**src/rtl/rv_rr_grant_stage_if.sv**
```systemverilog
// Grant handshake bundle between the round-robin stage and its consumer.
// The stage takes the master side: it drives the grant and samples requests/ready.
interface rv_rr_grant_stage_if #(
  parameter int N  = 8,
  parameter int LN = (N > 1) ? $clog2(N) : 1
);
  logic [N-1:0]  requests;
  logic          grant_valid;
  logic          grant_ready;
  logic [N-1:0]  grant_onehot;
  logic [LN-1:0] grant_index;
  logic [N-1:0]  req_ack;

  modport master (
    input  requests, grant_ready,
    output grant_valid, grant_onehot, grant_index, req_ack
  );

  modport slave (
    output requests, grant_ready,
    input  grant_valid, grant_onehot, grant_index, req_ack
  );
endinterface

```
**src/rtl/rv_rr_grant_stage.sv**
```systemverilog
// Round-robin grant stage: rotating-priority pick over a request vector,
// winner registered behind a valid/ready handshake.

// Lowest set bit wins; reports one-hot, binary index and whether any bit is set.
module RV_priority_encoder #(
  parameter int N  = 8,
  parameter int LN = (N > 1) ? $clog2(N) : 1
) (
  input  logic [N-1:0]  i_req,
  output logic          o_any,
  output logic [N-1:0]  o_onehot,
  output logic [LN-1:0] o_index
);
  assign o_any    = |i_req;
  assign o_onehot = i_req & (~i_req + N'(1));

  always_comb begin
    o_index = '0;
    for (int i = N - 1; i >= 0; i--)
      if (i_req[i]) o_index = LN'(i);
  end
endmodule

module rv_rr_grant_stage #(
  parameter int N  = 8,
  parameter int LN = (N > 1) ? $clog2(N) : 1
) (
  input  logic                 clk,
  input  logic                 reset,
  rv_rr_grant_stage_if.master  bus
);
  logic [LN-1:0] r_ptr;
  logic [LN-1:0] r_index;
  logic [N-1:0]  r_onehot;
  logic          r_valid;

  logic [N-1:0]  w_hi_mask;
  logic [N-1:0]  w_masked;
  logic          w_hi_any, w_all_any;
  logic [N-1:0]  w_hi_oh, w_all_oh, w_win_oh;
  logic [LN-1:0] w_hi_idx, w_all_idx, w_win_idx;
  logic          w_fire, w_load;

  // Only requesters strictly after the last winner compete first; ptr=N-1 opens the whole vector.
  for (genvar i = 0; i < N; i++) begin : g_mask
    assign w_hi_mask[i] = (LN'(i) > r_ptr);
  end

  assign w_masked = bus.requests & w_hi_mask;

  RV_priority_encoder #(.N(N), .LN(LN)) u_enc_hi (
    .i_req    (w_masked),
    .o_any    (w_hi_any),
    .o_onehot (w_hi_oh),
    .o_index  (w_hi_idx)
  );

  RV_priority_encoder #(.N(N), .LN(LN)) u_enc_all (
    .i_req    (bus.requests),
    .o_any    (w_all_any),
    .o_onehot (w_all_oh),
    .o_index  (w_all_idx)
  );

  assign w_win_oh  = w_hi_any ? w_hi_oh  : w_all_oh;
  assign w_win_idx = w_hi_any ? w_hi_idx : w_all_idx;

  assign w_fire = r_valid & bus.grant_ready;
  assign w_load = ~r_valid | bus.grant_ready;

  always_ff @(posedge clk or posedge reset) begin
    if (reset) begin
      r_valid  <= 1'b0;
      r_onehot <= '0;
      r_index  <= '0;
      r_ptr    <= LN'(N - 1);
    end else if (w_load) begin
      if (w_all_any) begin
        r_valid  <= 1'b1;
        r_onehot <= w_win_oh;
        r_index  <= w_win_idx;
        r_ptr    <= w_win_idx;
      end else begin
        // Idle: outputs clear but ptr keeps its place in the rotation.
        r_valid  <= 1'b0;
        r_onehot <= '0;
        r_index  <= '0;
      end
    end
  end

  assign bus.grant_valid  = r_valid;
  assign bus.grant_onehot = r_onehot;
  assign bus.grant_index  = r_index;
  assign bus.req_ack      = r_onehot & {N{w_fire}};
endmodule

```
**src/flat_wrapper.sv**
```systemverilog
// flat-port wrapper written by rule: the top's interface ports become plain ports
module rv_rr_grant_stage_flat 
#(
  parameter int N  = 8,
  parameter int LN = (N > 1) ? $clog2(N) : 1
)
  (clk, reset, bus_requests, bus_grant_ready, bus_grant_valid, bus_grant_onehot, bus_grant_index, bus_req_ack);
  rv_rr_grant_stage_if #(.N(N), .LN(LN)) bus_i ();
  input  logic clk;
  input  logic reset;
  input wire logic [$bits(bus_i.requests)-1:0] bus_requests;
  input wire logic [$bits(bus_i.grant_ready)-1:0] bus_grant_ready;
  output wire logic [$bits(bus_i.grant_valid)-1:0] bus_grant_valid;
  output wire logic [$bits(bus_i.grant_onehot)-1:0] bus_grant_onehot;
  output wire logic [$bits(bus_i.grant_index)-1:0] bus_grant_index;
  output wire logic [$bits(bus_i.req_ack)-1:0] bus_req_ack;
  assign bus_i.requests = bus_requests;
  assign bus_i.grant_ready = bus_grant_ready;
  assign bus_grant_valid = bus_i.grant_valid;
  assign bus_grant_onehot = bus_i.grant_onehot;
  assign bus_grant_index = bus_i.grant_index;
  assign bus_req_ack = bus_i.req_ack;
  rv_rr_grant_stage #(.N(N), .LN(LN)) u_core (.clk(clk), .reset(reset), .bus(bus_i));
endmodule
```
**config.mk**
```make
export PLATFORM = sky130hd
export DESIGN_NAME = rv_rr_grant_stage_flat
export DESIGN_NICKNAME = d
export VERILOG_FILES = /design/src/rtl/rv_rr_grant_stage_if.sv /design/src/rtl/rv_rr_grant_stage.sv /design/src/flat_wrapper.sv
export SDC_FILE = /design/constraint.sdc
export NUM_CORES = 1
export LEC_CHECK = 0
export ABC_AREA = 1
export CELL_PAD_IN_SITES_DETAIL_PLACEMENT = 0
export CELL_PAD_IN_SITES_GLOBAL_PLACEMENT = 1
export CORE_MARGIN = 5
export CORE_UTILIZATION = 34
export DETAILED_ROUTE_END_ITERATION = 8
export PLACE_DENSITY = 0.95
export SLEW_MARGIN = 20
export SYNTH_ARGS = -nofsm -noshare
export SYNTH_HDL_FRONTEND = slang
export SYNTH_SLANG_ARGS = --single-unit
```
**constraint.sdc**
```tcl
create_clock -name clk -period 4.4 [get_ports clk]
set_clock_uncertainty 0.2 [all_clocks]
set_input_delay 0.88 -clock clk [delete_from_list [all_inputs] [get_ports clk]]
set_output_delay 0.88 -clock clk [all_outputs]
set_load 0.05 [all_outputs]
```
Yosys cells after proc, flatten, opt, wreduce, memory -nomap -nowiden
Index checks and enable logic that the tools add are counted.
{"block": "totals", "elab_cells": 47, "out_inout_bits": 20, "in_bits": 11, "reg_bits": 15}
{"block": "classes", "n_reduce_logical": 3, "n_bitwise": 9, "order_cmp": 8, "addsub": 2, "muxes": 21}
{"op": "$mux W3", "count": 18}
{"op": "$and A8 B8 Y8", "count": 4}
{"op": "$add A8 B1 Y8 const B", "count": 2}
{"op": "$mux W8", "count": 2}
{"op": "$not A8 Y8", "count": 2}
{"op": "$reduce_or A8 Y1", "count": 2}
{"op": "$gt A3 B3 Y1 const A", "count": 4}
{"op": "$gt A1 B3 Y1 const A", "count": 2}
{"op": "$gt A2 B3 Y1 const A", "count": 2}
{"op": "$reduce_and A2 Y1", "count": 1}
{"op": "$and A1 B1 Y1", "count": 1}
{"op": "$mux W1", "count": 1}
{"op": "$not A1 Y1", "count": 1}
{"op": "$or A1 B1 Y1", "count": 1}

Longest topological paths before layout
{"block": "logic_depth", "ltp_word": 12, "depth_mapped": 10, "ltp_nobuf": 10}

Cells and area by module
From an unflattened synthesis, not the netlist that was laid out.
{"block": "hier_totals", "hier_cells": 203, "hier_area_um2": 1182.4}
{"mod": "rv_rr_grant_stage", "seq_area_each_um2": 379.1, "area_each_um2": 864.6, "cells_per_inst": 131, "instances": 1}
{"mod": "RV_priority_encoder", "seq_area_each_um2": 0.0, "area_each_um2": 158.9, "cells_per_inst": 36, "instances": 2}

Worst setup path after synthesis
No wires, ideal clock.
{"block": "synth_timing", "kind": "input -> output", "start": "in bus_grant_ready", "end": "out bus_req_ack[0]", "arrival_time_ps": 1693, "path_slack_ps": 1627, "cell_stages": 2, "required_time_ps": 3320, "path_buffers": 0, "cell_sequence": "nand2_1 -> nor2_1"}
{"block": "synth_between", "elab_chain_len": 2}
{"item": "from (decl)", "line_no": "flat_wrapper.sv:12", "rtl": "input wire logic [$bits(bus_i.grant_ready)-1:0] bus_grant_ready;"}
{"item": "$and A1 B1 Y1", "line_no": "rv_rr_grant_stage.sv:68", "rtl": "assign w_fire = r_valid & bus.grant_ready;"}
{"item": "$and A8 B8 Y8", "line_no": "rv_rr_grant_stage.sv:95", "rtl": "assign bus.req_ack = r_onehot & {N{w_fire}};"}
{"item": "to (decl)", "line_no": "flat_wrapper.sv:16", "rtl": "output wire logic [$bits(bus_i.req_ack)-1:0] bus_req_ack;"}
No other way between the ends.

Worst setup path in the final report
{"block": "layout_timing", "start": "in bus_grant_ready", "end": "out bus_req_ack[1]"}
The elaborated chain is that of the path after synthesis.

==> flow_summary.json <==
{
  "finalSetupViolCount": 0,
  "syn_nets": 164,
  "holdBufCountCts": 0,
  "rsz0062_at_grt": "no",
  "die_w_um": 64.90,
  "ys.flop_type": "dfrtp_1",
  "yosys_warnings": 0,
  "vias": 1051,
  "syn_avg_cell_area_um2": 6.698,
  "synth_cell_types": 21,
  "cts_buffer_depth": 2,
  "dp.cells": 215,
  "io_buffer_count": 30,
  "insertedDiodeCount": 0,
  "critPathLaunch": "bus_grant_ready",
  "critical_path_peak_fanout": 8,
  "path_clk_slew_ns": 0.10,
  "setup_slack_ns": 0.8361,
  "first_iter_violations": 25,
  "nets": 198,
  "finalMaxSlewViolations": 0,
  "overflow": 0,
  "layout-drive-gt1-share_pct": 13.44,
  "ys_ff_latch": 15,
  "area_delta_synth_final_pct": 35.65,
  "cts_setup_buffers": 0,
  "instances_no_fill": 219,
  "ant_nets": 0,
  "worst_pin_slew_ns": 0.7424,
  "worstSetupStartpointType": "primary input",
  "ios": 31,
  "track_usage_pct": 13.03,
  "timing.rr.start": "u_core.bus.grant_valid",
  "slew_headroom_pct": 50.32,
  "critPathKind": "primary input to primary output",
  "die_y_um": 64.90,
  "hold_violations": 0,
  "fmax_ghz": 0.2806,
  "synthTopCellsByCount": "53 x nand2_1, 19 x inv_1, 16 x nand3_1",
  "peakVddDrop_mv": 0.2890,
  "synth_area_leaders": "dfrtp_1 29%, nand2_1 19%, nand3_1 7.8%",
  "gp_congestion": 0.8242,
  "antenna_found_initial": 0,
  "synth_top_area_share_pct": 29.30,
  "wirelength_mm": 2.615,
  "cts_sinks": 15,
  "tritoncts": "built",
  "start_util_pct": 34.41,
  "yosysTopAreaCell": "dfrtp_1",
  "seq_area_frac_synth_pct": 37.00,
  "wl_per_cell_um": 11.94,
  "post_cts_resized": 0,
  "fp-row-count": 20,
  "period_minus_slack_ns": 3.564,
  "insertion_delay_ns": 0.29,
  "crit_required_ns": 3.32,
  "async_flop_share_pct": 100.0,
  "period_share_pct": 81.00,
  "synth-edff-count": 0,
  "power_mw": 0.9409,
  "cp_data_arrival_time_ns": 2.48,
  "root_buffer": "clkbuf_4",
  "setup_tns_ns": 0,
  "power_density_mw_per_mm2": 676.9,
  "die_area_mm2": 0.004212,
  "final_util_pct": 46.68,
  "synthCells": 153,
  "maxCapViolations": 0,
  "p_leak_nw": 0.6548,
  "end_kind": "primary output",
  "htree_num_levels": 1,
  "grt_pass1_vias": 1004,
  "firstDrtPassIters": 4,
  "route.detailed.drc": 0,
  "status": "finished clean",
  "fill_cells": 311,
  "yosysMostFrequentCell": "nand2_1",
  "coreArea_mm2": 0.002978,
  "grt_pass1_wl_mm": 4.278,
  "viasPerCell": 4.799,
  "numCtsBuffers": 3,
  "grt_max_degree": 16,
  "dp_hpwl_mm": 2.148,
  "min_from": "u_core.bus.grant_index[0]",
  "dp_worst_setup_slack_ns": 0.8315,
  "hp-class": "flop to flop",
  "syn_area_mm2": 0.001025
}
metrics by stage:
| stage | cell area [um^2] | hold slack, ns |
|---|---|---|
| floorplan | 1025 | 0.2696 |
| global placement | 1363 | 0.2666 |
| detailed placement | 1363 | 0.2725 |
| CTS | 1390 | 0.3019 |
| global route | 1390 | 0.3251 |
| finish | 1390 | 0.2963 |
cells by family (layout without fill, tap and decap cells):
logic type	Yosys count	count (layout)	share of synthesized area (%)
DFF	15	15	37.00
AOI/OAI and AO/OA	18	18	10.62
buffers and inverters	24	57	8.913
and+or+nand+nor	96	96	43.47
report_power, final:
| part | switching [mW] | internal, mW | total, mW | leakage, nW |
|---|---|---|---|---|
| combinational | 0.411 | 0.191 | 0.602 | 0.453 |
| sequential | 0.0480 | 0.208 | 0.256 | 0.184 |
| clock | 0.0487 | 0.0338 | 0.0825 | 0.0177 |
worst paths after layout:
| check | cells after the start | to | slack [ns] |
|---|---|---|---|
| setup / recovery | 4 | bus_req_ack[1] | 0.84 |
| hold / removal | 2 | u_core.bus.grant_index[0] | 0.30 |
| setup reg to reg | 9 | u_core.bus.grant_index[0] | 2.30 |
| hold reg to reg | 2 | u_core.bus.grant_index[0] | 0.30 |
| max in group asynchronous | 2 | u_core.r_ptr[2] | 2.88 |
| min in group asynchronous | 2 | u_core.bus.grant_valid | 0.73 |
sequential cells by signal, indices dropped and copies added, names as in the netlist:
| name | count |
|---|---|
| u_core.bus.grant_valid | 1 |
| u_core.r_ptr | 3 |
| u_core.bus.grant_onehot | 8 |
| u_core.bus.grant_index | 3 |
layout by cell type (no fill, tap or decap), types with 3 or more instances in the layout:
cell,synthesis,layout
nand2_1,53,53
clkdlybuf4s50_1,0,30
inv_1,19,19
nand3_1,16,16
nor2_1,14,14
dfrtp_1,12,12
a21oi_1,7,7
o21ai_0,6,6
nand2_2,4,4
nor2_4,4,4
inv_2,3,3
nand3_2,3,3
clkbuf_4,0,3
dfstp_2,3,3
metal layers:
metal | track usage (%) | routed length [um]
met3 | 2.426 | 157
met4 | 5.541 | 42
met1 | 14.73 | 1125
met2 | 23.63 | 1289
met5 | 0 | 0
critical path, cell delays in order:
cell,delay (ns)
clkdlybuf4s50_1,0.48
nand2_1,0.18
nor2_1,0.14
clkdlybuf4s50_1,0.81
cell type report:
type	count	area, um^2	share of cell area, %
clock buffer	3	22.52	1.620
timing repair buffer	30	300.3	21.60
sequential	15	379.1	27.27
inverter	23	87.58	6.301
tap	33	41.29	2.970
multi-input combinational	114	554.3	39.87
clock inverter	1	5.005	0.3600
No activity file was read; power rests on OpenSTA's default activity.
